**src/rtl/gate_sweep_ctrl_pkg.sv**
```systemverilog
// Shared definitions for the gate sweep checker.
//   - FSM state encodings (legacy values kept as localparams, wrapped by state_t)
//   - VEC_COUNT: number of {a,b} input vectors of a 2-input gate
//   - TRUTH_* : expected-output tables indexed by {a,b} (bit3=11 ... bit0=00)
//   - truth_bit(): expected y for a given table and vector
package gate_sweep_ctrl_pkg;

  localparam logic [1:0] ST_IDLE   = 2'd0;
  localparam logic [1:0] ST_DRIVE  = 2'd1;
  localparam logic [1:0] ST_SAMPLE = 2'd2;
  localparam logic [1:0] ST_DONE   = 2'd3;

  typedef enum logic [1:0] {
    IDLE   = ST_IDLE,
    DRIVE  = ST_DRIVE,
    SAMPLE = ST_SAMPLE,
    DONE   = ST_DONE
  } state_t;

  localparam int unsigned VEC_COUNT = 4;

  localparam logic [3:0] TRUTH_AND  = 4'b1000;
  localparam logic [3:0] TRUTH_OR   = 4'b1110;
  localparam logic [3:0] TRUTH_XOR  = 4'b0110;
  localparam logic [3:0] TRUTH_NAND = 4'b0111;

  function automatic logic truth_bit(input logic [3:0] table_v, input logic [1:0] vec);
    return table_v[vec];
  endfunction

endpackage

```
**src/rtl/gate_sweep_ctrl_settle_timer.sv**
```systemverilog
// sweep_settle_timer: settle-time down counter for the gate sweep FSM.
//   clk    : rising-edge clock
//   rst    : asynchronous active-high reset
//   load   : reload the counter (asserted on the edge that enters DRIVE)
//   run    : FSM is in DRIVE; counting enabled
//   expire : high in the last DRIVE cycle, i.e. SETTLE_CYCLES cycles after load
module sweep_settle_timer #(
  parameter int unsigned W             = 4,
  parameter int unsigned SETTLE_CYCLES = 2
) (
  input  logic clk,
  input  logic rst,
  input  logic load,
  input  logic run,
  output logic expire
);

  logic [W-1:0] count;

  // Loaded with SETTLE_CYCLES-1 so that expire is seen in the
  // SETTLE_CYCLES-th DRIVE cycle and the FSM leaves on the following edge.
  always_ff @(posedge clk or posedge rst) begin
    if (rst) begin
      count <= '0;
    end else if (load) begin
      count <= W'(SETTLE_CYCLES - 1);
    end else if (run && (count != '0)) begin
      count <= count - W'(1);
    end
  end

  assign expire = run && (count == '0);

endmodule

```
**src/rtl/gate_sweep_ctrl.sv**
```systemverilog
// gate_sweep_ctrl: on-chip self-test sequencer for a 2-input combinational gate.
// Drives all four {a,b} vectors, waits SETTLE_CYCLES, samples y_i and compares
// against TRUTH. Repeats the sweep REPEAT times per accepted start.
// Ports:
//   clk, rst  : rising-edge clock, asynchronous active-high reset
//   start     : sweep request, sampled only in IDLE
//   a_o, b_o  : registered gate inputs
//   y_i       : gate output under test (sampled only in SAMPLE)
//   busy      : high from the start-accept edge until DONE exits
//   done      : one-cycle end-of-run pulse
//   pass      : no mismatch in last run; held until next accepted start
//   fail_idx  : {a,b} of first mismatch in last run (0 when pass)
//   err_cnt   : saturating mismatch count, only with GATE_SWEEP_ERRCNT_EN
// Optional feature macro: GATE_SWEEP_ERRCNT_EN
module gate_sweep_ctrl
  import gate_sweep_ctrl_pkg::*;
#(
  parameter int unsigned SETTLE_CYCLES = 2,
  parameter logic [3:0]  TRUTH         = TRUTH_AND,
  parameter int unsigned REPEAT        = 1,
  parameter int unsigned CNT_W         = 4
) (
  input  logic             clk,
  input  logic             rst,
  input  logic             start,
  output logic             a_o,
  output logic             b_o,
  input  logic             y_i,
  output logic             busy,
  output logic             done,
  output logic             pass,
  output logic [1:0]       fail_idx
`ifdef GATE_SWEEP_ERRCNT_EN
  ,
  output logic [CNT_W-1:0] err_cnt
`endif
);

  state_t           state, state_nx;
  logic [1:0]       vec;
  logic [CNT_W-1:0] sweep;
  logic             flag;
  logic             settle_exp;
  logic             timer_load;
  logic             mismatch;
  logic             last_vec;
  logic             last_sweep;

  assign last_vec   = (vec == 2'(VEC_COUNT - 1));
  assign last_sweep = (sweep == CNT_W'(REPEAT - 1));
  assign mismatch   = (state == SAMPLE) && (y_i != truth_bit(TRUTH, vec));

  always_comb begin
    state_nx = state;
    unique case (state)
      IDLE:    if (start) state_nx = DRIVE;
      DRIVE:   if (settle_exp) state_nx = SAMPLE;
      SAMPLE:  state_nx = (last_vec && last_sweep) ? DONE : DRIVE;
      DONE:    state_nx = IDLE;
      default: state_nx = IDLE;
    endcase
  end

  assign timer_load = (state != DRIVE) && (state_nx == DRIVE);

  sweep_settle_timer #(
    .W             (CNT_W),
    .SETTLE_CYCLES (SETTLE_CYCLES)
  ) u_timer (
    .clk    (clk),
    .rst    (rst),
    .load   (timer_load),
    .run    (state == DRIVE),
    .expire (settle_exp)
  );

  always_ff @(posedge clk or posedge rst) begin
    if (rst) begin
      state    <= IDLE;
      vec      <= '0;
      sweep    <= '0;
      flag     <= 1'b0;
      a_o      <= 1'b0;
      b_o      <= 1'b0;
      busy     <= 1'b0;
      done     <= 1'b0;
      pass     <= 1'b0;
      fail_idx <= '0;
`ifdef GATE_SWEEP_ERRCNT_EN
      err_cnt  <= '0;
`endif
    end else begin
      state <= state_nx;
      unique case (state)
        IDLE: begin
          if (start) begin
            vec      <= '0;
            sweep    <= '0;
            flag     <= 1'b0;
            busy     <= 1'b1;
            pass     <= 1'b0;
            fail_idx <= '0;
            a_o      <= 1'b0;
            b_o      <= 1'b0;
`ifdef GATE_SWEEP_ERRCNT_EN
            err_cnt  <= '0;
`endif
          end
        end
        DRIVE: ;
        SAMPLE: begin
          if (mismatch && !flag) begin
            fail_idx <= vec;
            flag     <= 1'b1;
          end
`ifdef GATE_SWEEP_ERRCNT_EN
          if (mismatch && (err_cnt != '1)) err_cnt <= err_cnt + CNT_W'(1);
`endif
          if (!last_vec) begin
            vec        <= vec + 2'd1;
            {a_o, b_o} <= vec + 2'd1;
          end else if (!last_sweep) begin
            vec        <= '0;
            sweep      <= sweep + CNT_W'(1);
            {a_o, b_o} <= 2'b00;
          end else begin
            // Verdict is registered on DONE entry so pass/fail_idx are
            // already valid while done is high; includes this final sample.
            done       <= 1'b1;
            pass       <= ~(flag | mismatch);
            {a_o, b_o} <= 2'b00;
          end
        end
        DONE: begin
          done <= 1'b0;
          busy <= 1'b0;
        end
        default: ;
      endcase
    end
  end

endmodule

```
**config.mk**
```make
export PLATFORM = sky130hd
export DESIGN_NAME = gate_sweep_ctrl
export DESIGN_NICKNAME = d
export VERILOG_FILES = /design/src/rtl/gate_sweep_ctrl_pkg.sv /design/src/rtl/gate_sweep_ctrl_settle_timer.sv /design/src/rtl/gate_sweep_ctrl.sv
export SDC_FILE = /design/constraint.sdc
export NUM_CORES = 1
export LEC_CHECK = 0
export CAP_MARGIN = 20
export CORE_MARGIN = 2
export CORE_UTILIZATION = 54
export DETAILED_ROUTE_END_ITERATION = 10
export PLACE_DENSITY = 0.75
export SYNTH_ARGS = -nofsm -noshare
export SYNTH_HDL_FRONTEND = slang
export SYNTH_SLANG_ARGS = --single-unit
```
**constraint.sdc**
```tcl
create_clock -name clk -period 2.3 [get_ports clk]
set_clock_uncertainty 0.15 [all_clocks]
set_input_delay 0.345 -clock clk [delete_from_list [all_inputs] [get_ports clk]]
set_output_delay 0.345 -clock clk [all_outputs]
set_load 0.01 [all_outputs]
```
Word-level counts from Yosys, hierarchy flattened. Cells that the tools add are included.

Add/subtract/negate cells: 3. Magnitude comparators: 1. Equality and inequality tests: 13. Muxes and demuxes: 33. Bitwise gates (word level): 2. Reduce and logical (&&, ||, !) cells: 22.

Operator list (count): $mux W4 (5); $mux W2 (7); $pmux W1 S2 (6); $mux W1 (10); $reduce_and A3 Y1 (3); $logic_not A4 Y1 (2); $ne A2 B2 Y1 const B (4); $pmux W2 S2 (2); $pmux W2 S4 (1); $pmux W4 S2 (1); $reduce_and A4 Y1 (2); $reduce_bool A2 Y1 (4); $eq A2 B2 Y1 const B (3); $logic_and A1 B1 Y1 (6); $add A4 B1 Y4 const B (1); $eq A2 B1 Y1 const B (2); $ne A2 B1 Y1 const B (2); $reduce_and A2 Y1 (2); $reduce_bool A4 Y1 (1); $sub A4 B1 Y4 const B (1); $lt A2 B3 Y1 const B (1); $ne A3 B3 Y1 const B (1); $add A2 B1 Y2 const B (1); $bmux W1 S2 (1); 5 further kinds (5).

Flip-flop bits (word level): 20. Bits of input ports: 4. Output and inout port bits: 7.

Depth between registers and ports, before layout. Gate-level depths: netlist of the first run.

Depth after elaboration: 9. Mapped depth: 5. Gate-level depth less buffers: 5.

Modules after synthesis. Synthesis of the first run repeated with hierarchy kept, for this count alone.

Cell total of the unflattened synthesis: 104. Area, all modules: 1032.2 um2.

Modules (own cells, without submodules): gate_sweep_ctrl (instances 1, cells an instance 79, area each 785.8 um2, seq. area each 400.4 um2); sweep_settle_timer (instances 1, cells an instance 25, area each 246.5 um2, seq. area each 100.1 um2).

Worst setup path before layout of the first run. Ideal clock, no wire load.

Path type: register to register. From: reg sweep[0]. To: reg sweep[1]. Arrival: 1.404 ns. Required time: 2.072 ns. Setup slack: 0.669 ns. Cell stages (with the launch flop): 6. Period minus slack after synthesis: 1.631 ns. Cells stage by stage: dfrtp_1 inv_1 ha_1 nor3b_2 or4b_1 a21boi_1.

Longest elaborated chain between the ends: 4. Elaborated cells on any way between the ends: 7. Those cells by class: 1 x add/sub; 1 x eq/ne; 3 x mux; 2 x reduce/logical.

Ends and longest elaborated chain: start: declaration (line gate_sweep_ctrl.sv:41) `logic [CNT_W-1:0] sweep;`; start signal: assignment (line gate_sweep_ctrl.sv:124) `sweep <= sweep + CNT_W'(1);`; $add A4 B1 Y4 (line gate_sweep_ctrl.sv:124); $mux W4 (line gate_sweep_ctrl.sv:122) `end else if (!last_sweep) begin`; $mux W4 (line gate_sweep_ctrl.sv:119) `if (!last_vec) begin`; $pmux W4 S2 (line gate_sweep_ctrl.sv:94) `unique case (state)`.

Parallel ways exist; a longest one is shown, timed or not. The select of a mux whose other input is x is not followed. A chain may end at the register's enable or synchronous reset.

Worst setup path in the final report of the first run.
From: reg sweep[0]. To: reg vec[1].

Longest elaborated chain between the ends: 3.

Ends and longest elaborated chain: $logic_not A4 Y1 (line gate_sweep_ctrl.sv:50) `assign last_sweep = (sweep == CNT_W'(REPEAT - 1));`; $ne A3 B3 Y1 (no line); $reduce_and A3 Y1 (no line); end signal: assignment (line gate_sweep_ctrl.sv:120) `vec <= vec + 2'd1;`; end: declaration (line gate_sweep_ctrl.sv:40) `logic [1:0] vec;`.

No other way between the ends.

==> results.sh, run 1 <==
export IMPL_status="completed"
export IMPL_ys_ff_latch=20
export IMPL_synth_ff_type="dfrtp_1"
export IMPL_powerDensity_nw_per_um2=924
export IMPL_r2r_start="sweep[0]"
export IMPL_grt_pass1_vias=711
export IMPL_worstHoldPathType="in -> async"
export IMPL_clk_latency_ns=0.29
export IMPL_crit_family="simple AND/OR/NAND/NOR gates"
export IMPL_worst_r2r_endpoint="vec[1]"
export IMPL_ant_nets=0
export IMPL_clock_sinks=20
export IMPL_grt_max_degree=21
export IMPL_syn_area_um2=1020
export IMPL_synthTopCellsByCount="dfrtp_1 (20), inv_1 (10), nand2_1 (9)"
export IMPL_viasPerCell=5.68
export IMPL_setup_worst_path_class="reg -> reg"
export IMPL_max_freq_mhz=531
export IMPL_path_buf_inv=1
export IMPL_cts_tree="yes"
export IMPL_overflow=0
export IMPL_synthCells=97
export IMPL_yosysUniqueCellTypes=38
export IMPL_n_antenna_cell=0
export IMPL_max_cap_violations=0
export IMPL_finalCriticalPeriod_ns=1.88
export IMPL_leakage_nw=0.588
export IMPL_drt_iter0_markers=12
export IMPL_cts_buffers=3
export IMPL_synth_nets=105
export IMPL_design_area_um2=1170
export IMPL_total_power_mw=1.08
export IMPL_crit_chain="inv_1 -> ha_1 -> nor3b_2 -> nand2_1 -> a32o_1"
export IMPL_drive_above_1_share_pct=7.41
export IMPL_synth_edf_count=0
export IMPL_fillerInstances=158
export IMPL_grt_use_total_pct=19.5
export IMPL_worst_path_max_fanout=9
export IMPL_grt_pass1_wl_mm=3.09
export IMPL_route_vias_total=755
export IMPL_startpoint="sweep[0]"
export IMPL_hold_buffers=0
export IMPL_rows=15
export IMPL_core_um2=1750
export IMPL_route_detailed_wl_per_inst_um=13.8
export IMPL_drtPass1Iterations=2
export IMPL_post_place_ws_ns=0.413
export IMPL_tns_ns=0
export IMPL_slew_viol_final=0
export IMPL_die_h_um=47.5
export IMPL_rrSetupSlack_ns=0.42
export IMPL_maxSlewHeadroom_pct=66.1
export IMPL_crit_arrival_ns=1.93
export IMPL_async_flop_share_pct=100
export IMPL_htreeDepth=1
export IMPL_hold_viol_final=0
export IMPL_reg2reg_depth=5
export IMPL_synth_top_cell_area_share_pct=48.9
export IMPL_ys_top_cells_by_area="dfrtp_1 (49%), ha_1 (4.9%), inv_1 (3.7%)"
export IMPL_worst_path_stages=5
export IMPL_portBuffers=10
export IMPL_dp_hpwl_mm=1.34
export IMPL_worst_setup_path_start_kind="register"
export IMPL_ios=11
export IMPL_syn_to_final_growth_pct=13.9
export IMPL_wl_mm=1.83
export IMPL_fin_crit_sh_pct=81.8
export IMPL_cpPeakStageDelay_ns=0.44
export IMPL_required_ns=2.34
export IMPL_syn_avg_cell_area_um2=10.6
export IMPL_clk_pin_slew_ns=0.11
export IMPL_max_slew_worst_pin_slew_ns=0.506
export IMPL_yosysMostFrequentCell="dfrtp_1"
export IMPL_yosys_warnings=0
export IMPL_cp_endpoint="vec[1]"
export IMPL_setup_viol=0
export IMPL_antenna_found_initial=0
export IMPL_vdd_drop_max_mv=0.570
export IMPL_cts_buffer_depth=2
export IMPL_root_buffer="clkbuf_4"
export IMPL_place_area_um2=1140
export IMPL_finalWeightedCongestion=0.750
export IMPL_yosysTopAreaCell="dfrtp_1"
export IMPL_die_area_um2=2260
export IMPL_post_cts_setup_buffers=0
export IMPL_drc=0
export IMPL_rsz0062_at_grt="false"
export IMPL_finalWorstSetupSlack_ns=0.418
export IMPL_die_w_um=47.5
export IMPL_seq_area_frac_synth_pct=48.9
export IMPL_cp_slowest_cell="dfrtp_1"
export IMPL_layout_nets=118
export IMPL_crit_path_end_kind="register"
export IMPL_post_cts_resize_count=0
export IMPL_start_util_pct=58.6
[report_power, final]
part	leakage [nW]	internal [mW]	switching, mW
Clock	0.0138	0.0609	0.100
Sequential	0.265	0.430	0.0911
Combinational	0.309	0.196	0.198
Total	0.588	0.687	0.390
[cell usage in the layout (no fill, tap or decap), types with 2 or more instances in the layout]
| cell type | synthesis | routed |
|---|---|---|
| o211ai_1 | 2 | 2 |
| nand2_1 | 9 | 9 |
| a21oi_1 | 5 | 5 |
| inv_1 | 10 | 10 |
| ha_1 | 4 | 4 |
| clkbuf_4 | 0 | 3 |
| dfrtp_1 | 20 | 20 |
| mux2i_1 | 3 | 3 |
| o21ai_0 | 6 | 6 |
| clkdlybuf4s50_1 | 0 | 10 |
| nand3_1 | 2 | 2 |
| a21o_1 | 3 | 3 |
| nand2b_1 | 3 | 3 |
| or3b_1 | 3 | 3 |
[per-layer routing]
metal  GRT usage (%)  up-vias  wire length (um)
met5               0        -                 0
met4            7.03        0                27
met3            4.53        4                34
met2            33.2        9               884
met1            24.3      372               884
li1                -      370                 -
[worst reg2reg max path, cell delays in order, from the launching register on]
cell and delay (ns):
dfrtp_1 0.44, inv_1 0.08, ha_1 0.13, nor3b_2 0.44, nand2_1 0.24, a32o_1 0.31
[state kept, by name, summed over array words and instances, names as in the netlist]
register and flops:
a_o 1, b_o 1, busy 1, done 1, fail_idx 2, flag 1, pass 1, state 2
sweep 4, u_timer.count 4, vec 2
[cells by family after synthesis]
kind of cell	share of synthesized area [%]
xor gates and xnor gates	0.856
muxes	2.93
AOI/OAI and AO/OA	16.5
adders and majority gates	4.89
DFF	48.9
buffers and inverters	5.50
and+or+nand+nor	20.4
[stage by stage]
| stage | cells | util (%) | hold WS [ns] |
|---|---|---|---|
| after floorplan | 97 | - | 0.159 |
| after global placement | 130 | 65.5 | 0.315 |
| after detailed placement | 130 | 65.5 | 0.332 |
| after CTS | 133 | 66.8 | 0.228 |
| after global routing | 133 | 66.8 | 0.257 |
| final | 133 | 66.8 | 0.216 |
[cell type report]
type / instances / area, um2 / area share (%)
flip-flops and latches: 20 / 500 / 42.9
inverters: 10 / 37.5 / 3.22
well taps: 25 / 31.3 / 2.68
clock buffers: 3 / 22.5 / 1.93
repair buffers: 11 / 108 / 9.23
multi-input cells: 64 / 467 / 40.0
[how the worst min path moves through the flow]
stage / startpoint / to / slack (ns) / depth (start not counted)
after floorplan: rst / a_o / 0.16 / 1
after global placement: done / done / 0.31 / 2
after detailed placement: flag / flag / 0.33 / 2
after CTS: rst / sweep[2] / 0.23 / 3
after global routing: rst / sweep[2] / 0.26 / 3
final: rst / sweep[2] / 0.22 / 3
(Power assumes the default switching activity.)
==> inputs of run 2 (changes only) <==
- CORE_UTILIZATION: 54 -> 49
- PLACE_DENSITY: 0.75 -> 0.71
- clock period: 2.3 -> 1.6 ns (I/O delays scaled with it)
==> results.sh, run 2 (same netlist as run 1, synthesis figures left out) <==
export IMPL_status="complete, but fails checks"
export IMPL_violations="setup timing"
export IMPL_post_place_ws_ns=-0.180
export IMPL_max_freq_mhz=610
export IMPL_drtPass1Iterations=6
export IMPL_required_ns=1.64
export IMPL_viasPerCell=5.41
export IMPL_n_antenna_cell=0
export IMPL_grt_max_degree=21
export IMPL_grt_pass1_vias=806
export IMPL_cts_buffers=3
export IMPL_finalWorstSetupSlack_ns=-0.0405
export IMPL_grt_pass1_wl_mm=3.48
export IMPL_grt_use_total_pct=18.8
export IMPL_crit_arrival_ns=1.68
export IMPL_clk_pin_slew_ns=0.11
export IMPL_root_buffer="clkbuf_4"
export IMPL_rows=16
export IMPL_drc=0
export IMPL_layout_commonest_cell="dfrtp_1"
export IMPL_leakage_nw=0.739
export IMPL_portBuffers=10
export IMPL_route_detailed_wl_per_inst_um=14.5
export IMPL_finalWeightedCongestion=0.808
export IMPL_cts_tree="yes"
export IMPL_hold_viol_final=0
export IMPL_die_h_um=49.7
export IMPL_worst_setup_path_start_kind="register"
export IMPL_fillerInstances=166
export IMPL_tns_ns=-0.0734
export IMPL_setup_worst_path_class="reg -> reg"
export IMPL_slew_viol_final=0
export IMPL_max_slew_worst_pin_slew_ns=0.331
export IMPL_syn_to_final_growth_pct=35.5
export IMPL_wl_mm=2.21
export IMPL_fin_crit_sh_pct=103
export IMPL_whs_ns=0.109
export IMPL_clock_sinks=20
export IMPL_clk_latency_ns=0.30
export IMPL_die_area_um2=2470
export IMPL_most_common_layout_cells="dfrtp_1 (19), buf_4 (17), nand2_1 (9), inv_1 (8)"
export IMPL_die_w_um=49.7
export IMPL_r2r_start="vec[1]"
export IMPL_overflow=0
export IMPL_maxSlewHeadroom_pct=77.9
export IMPL_powerDensity_nw_per_um2=1410
export IMPL_dp_hpwl_mm=1.53
export IMPL_worstHoldPathType="in -> async"
export IMPL_cts_buffer_depth=2
export IMPL_core_um2=1960
export IMPL_ios=11
export IMPL_total_power_mw=1.95
export IMPL_drive_above_1_share_pct=31.7
export IMPL_ant_nets=0
export IMPL_reg2reg_depth=5
export IMPL_hold_buffers=0
export IMPL_finalCriticalPeriod_ns=1.64
export IMPL_rrSetupSlack_ns=-0.04
export IMPL_worst_r2r_endpoint="u_timer.count[2]"
export IMPL_setup_viol=2
export IMPL_crit_path_end_kind="register"
export IMPL_htreeDepth=1
export IMPL_top_regs="sweep: 4 flops, u_timer.count: 4 flops"
export IMPL_vdd_drop_max_mv=0.962
export IMPL_rsz0062_at_grt="true"
export IMPL_max_cap_violations=0
export IMPL_antenna_found_initial=0
export IMPL_layout_nets=135
export IMPL_worst_path_max_fanout=5
export IMPL_route_vias_total=828
export IMPL_start_util_pct=52.2
export IMPL_drt_iter0_markers=13
run 2: cell type report:
cell class	instances	area, um2	share of cell area [%]
multi-input cells	64	543	39.2
flip-flops and latches	20	502	36.2
repair buffers	28	234	16.9
inverters	10	37.5	2.71
clock buffers	4	36.3	2.62
well taps	27	33.8	2.44
run 2: routing by layer:
metal  track usage, %  share of wire, %  vias to the layer above
li1                 -                 -                      400
met1             22.6                45                      409
met2             32.0                51                       17
met3             4.55               3.2                        2
met4             7.87              0.50                        0
met5                0                 0                        -
run 2: metrics by stage:
step	cells	utilization, %	instance area (um2)
after global placement	146	64.1	1260
after floorplan	97	-	1030
after CTS	151	67.0	1310
after detailed placement	146	64.1	1260
after global routing	153	70.7	1390
final	153	70.7	1390
run 2: power breakdown:
group,switching (mW),total [mW],internal (mW)
logic,0.451,0.935,0.484
clock network,0.150,0.289,0.139
registers,0.104,0.726,0.622
total,0.705,1.95,1.24
run 2: worst max-delay path by stage:
stage / depth (start not counted) / start / to
2_1_floorplan: 4 / state[1] / u_timer.count[3]
3_3_place_gp: 3 / start / pass
3_5_place_dp: 3 / start / pass
4_1_cts: 5 / u_timer.count[0] / u_timer.count[1]
5_1_grt: 5 / state[0] / u_timer.count[3]
6_report: 5 / vec[1] / u_timer.count[2]
run 2: critical path: stages (launching register included):
cell and delay, ns:
dfrtp_1 0.43, ha_4 0.20, and3b_1 0.24, a21oi_1 0.29, buf_4 0.19, a21oi_1 0.04
run 2: repair_timing:
action | in CTS | in global routing
gates resized for setup | 12 | 12
setup buffers | 1 | 2
pin swaps | 1 | 4
setup endpoints to repair | 14 | 11
==> inputs of run 3 (changes only) <==
- CORE_UTILIZATION: 49 -> 45
- PLACE_DENSITY: 0.71 -> 0.66
==> results.sh, run 3 (same netlist as run 1, synthesis figures left out) <==
export IMPL_final_instance_count_excl_fill=158
export IMPL_n_antenna_cell=0
export IMPL_worst_setup_path_start_kind="register"
export IMPL_ios=11
export IMPL_cts_buffers=3
export IMPL_place_area_um2=1280
export IMPL_root_buffer="clkbuf_4"
export IMPL_drt_iter0_markers=15
export IMPL_drtPass1Iterations=3
export IMPL_viasPerCell=5.10
export IMPL_drc=0
export IMPL_clock_sinks=20
export IMPL_total_power_mw=1.97
export IMPL_die_w_um=51.7
export IMPL_die_area_um2=2670
export IMPL_worstHoldPathType="in -> async"
export IMPL_utilization_pct=63.9
export IMPL_crit_arrival_ns=1.70
export IMPL_route_detailed_wl_per_inst_um=13.2
export IMPL_clk_pin_slew_ns=0.12
export IMPL_max_freq_mhz=625
export IMPL_grt_use_total_pct=17.7
export IMPL_maxSlewHeadroom_pct=78.1
export IMPL_antenna_found_initial=0
export IMPL_violations="setup timing"
export IMPL_cts_tree="yes"
export IMPL_multiInputGateArea_um2=515
export IMPL_grt_util_met2_pct=31.2
export IMPL_cp_slowest_cell="dfrtp_1"
export IMPL_rsz0062_at_grt="true"
export IMPL_htreeDepth=1
export IMPL_setup_worst_path_class="reg -> reg"
export IMPL_grt_pass1_vias=813
export IMPL_layout_nets=139
export IMPL_use_met1_pct=20.7
export IMPL_cpPeakStageDelay_ns=0.39
export IMPL_hold_viol_final=0
export IMPL_busiest_layer="met2"
export IMPL_design_area_um2=1400
export IMPL_leakage_nw=0.733
export IMPL_regArea_um2=503
export IMPL_crit_chain="inv_1 -> ha_1 -> nor3b_4 -> buf_4 -> and4b_1 -> a31o_2"
export IMPL_setup_viol=1
export IMPL_route_vias_total=806
export IMPL_layout_commonest_cell="buf_4"
export IMPL_overflow=0
export IMPL_grt_pass1_wl_mm=3.44
export IMPL_path_buf_inv=2
export IMPL_finalCriticalPeriod_ns=1.60
export IMPL_syn_to_final_growth_pct=36.8
export IMPL_drive_above_1_share_pct=33.8
export IMPL_start_util_pct=46.7
export IMPL_top_regs="sweep: 4 flops, u_timer.count: 4 flops"
export IMPL_cts_buffer_depth=2
export IMPL_clk_latency_ns=0.31
export IMPL_vdd_drop_max_mv=0.967
export IMPL_rows=17
export IMPL_status="complete, but fails checks"
export IMPL_wl_mm=2.08
export IMPL_fin_crit_sh_pct=100
export IMPL_dp_hpwl_mm=1.46
export IMPL_dp_cells=150
export IMPL_grt_max_degree=21
export IMPL_die_h_um=51.7
export IMPL_finalWeightedCongestion=0.734
export IMPL_max_cap_violations=0
export IMPL_required_ns=1.70
export IMPL_grt_use_met3_pct=5.17
export IMPL_worst_path_max_fanout=6
export IMPL_most_common_layout_cells="buf_4 (22), dfrtp_1 (18), inv_1 (8), nand2_1 (8), dlygate4sd2_1 (7)"
export IMPL_core_um2=2190
export IMPL_crit_path_end_kind="register"
export IMPL_fillerInstances=194
export IMPL_powerDensity_nw_per_um2=1400
export IMPL_slew_viol_final=0
export IMPL_crit_family="simple AND/OR/NAND/NOR gates"
export IMPL_finalWorstSetupSlack_ns=-0.00115
export IMPL_max_slew_worst_pin_slew_ns=0.328
export IMPL_portBuffers=10
export IMPL_ant_nets=0
==> run 3: cell count changes in the layout (fill, tap and decap cells not counted), sizes merged <==
| cell | delta |
|---|---|
| clkbuf | -1 |
| buf | +4 |
| bufinv | +1 |
| dlymetal6s2s | -1 |
| dlygate4sd2 | +1 |
==> run 3: cell type report <==
type | count | share of cell area, %
clock inverters | 1 | 2.14
flip-flops and latches | 20 | 35.9
repair buffers | 32 | 18.3
clock buffers | 3 | 1.61
inverters | 10 | 2.68
multi-input cells | 64 | 36.8
well taps | 28 | 2.50
==> run 3: timing repair <==
action,in CTS,in global routing
hold buffers,0,0
setup buffers,2,2
pin swaps,1,5
endpoints found under the setup margin,16,12
gates resized for setup,15,8
==> run 3: worst min-delay path, cell delays in order <==
cell and delay (ns):
clkdlybuf4s50_1 0.40, inv_1 0.05, buf_4 0.25
==> run 3: stage by stage <==
step | setup TNS (ns) | setup WS, ns | hold WS [ns]
final | -0.00115 | -0.00115 | 0.0917
after global routing | -0.160 | -0.0735 | 0.125
after CTS | -0.0236 | -0.0153 | 0.0914
after detailed placement | -0.897 | -0.182 | 0.323
after global placement | -0.747 | -0.169 | 0.318
after floorplan | 0 | 0.0272 | 0.0538
==> run 3: path summary, 6_finish.rpt <==
path | start | endpoint | slack [ns] | depth (start not counted)
worst max-delay path | sweep[0] | pass | -0.001 | 6
worst max register to register | sweep[0] | pass | -0.001 | 6
max in group asynchronous | rst | state[1] | 0.97 | 3
worst min register to register | flag | flag | 0.35 | 2
worst min-delay path | rst | fail_idx[0] | 0.09 | 3
min in group clk | flag | flag | 0.35 | 2
==> run 3: routing by layer <==
layer  vias up  share of wire, %
met3         4               3.2
met4         0               1.1
li1        410                 -
met5         -                 0
met1       382                45
met2        10                51
==> run 3: power by group <==
group | leakage [nW] | switching (mW) | total, mW | internal, mW
clock network | 0.0279 | 0.163 | 0.417 | 0.254
registers | 0.262 | 0.0986 | 0.722 | 0.623
logic | 0.442 | 0.386 | 0.827 | 0.441
total | 0.733 | 0.648 | 1.97 | 1.32
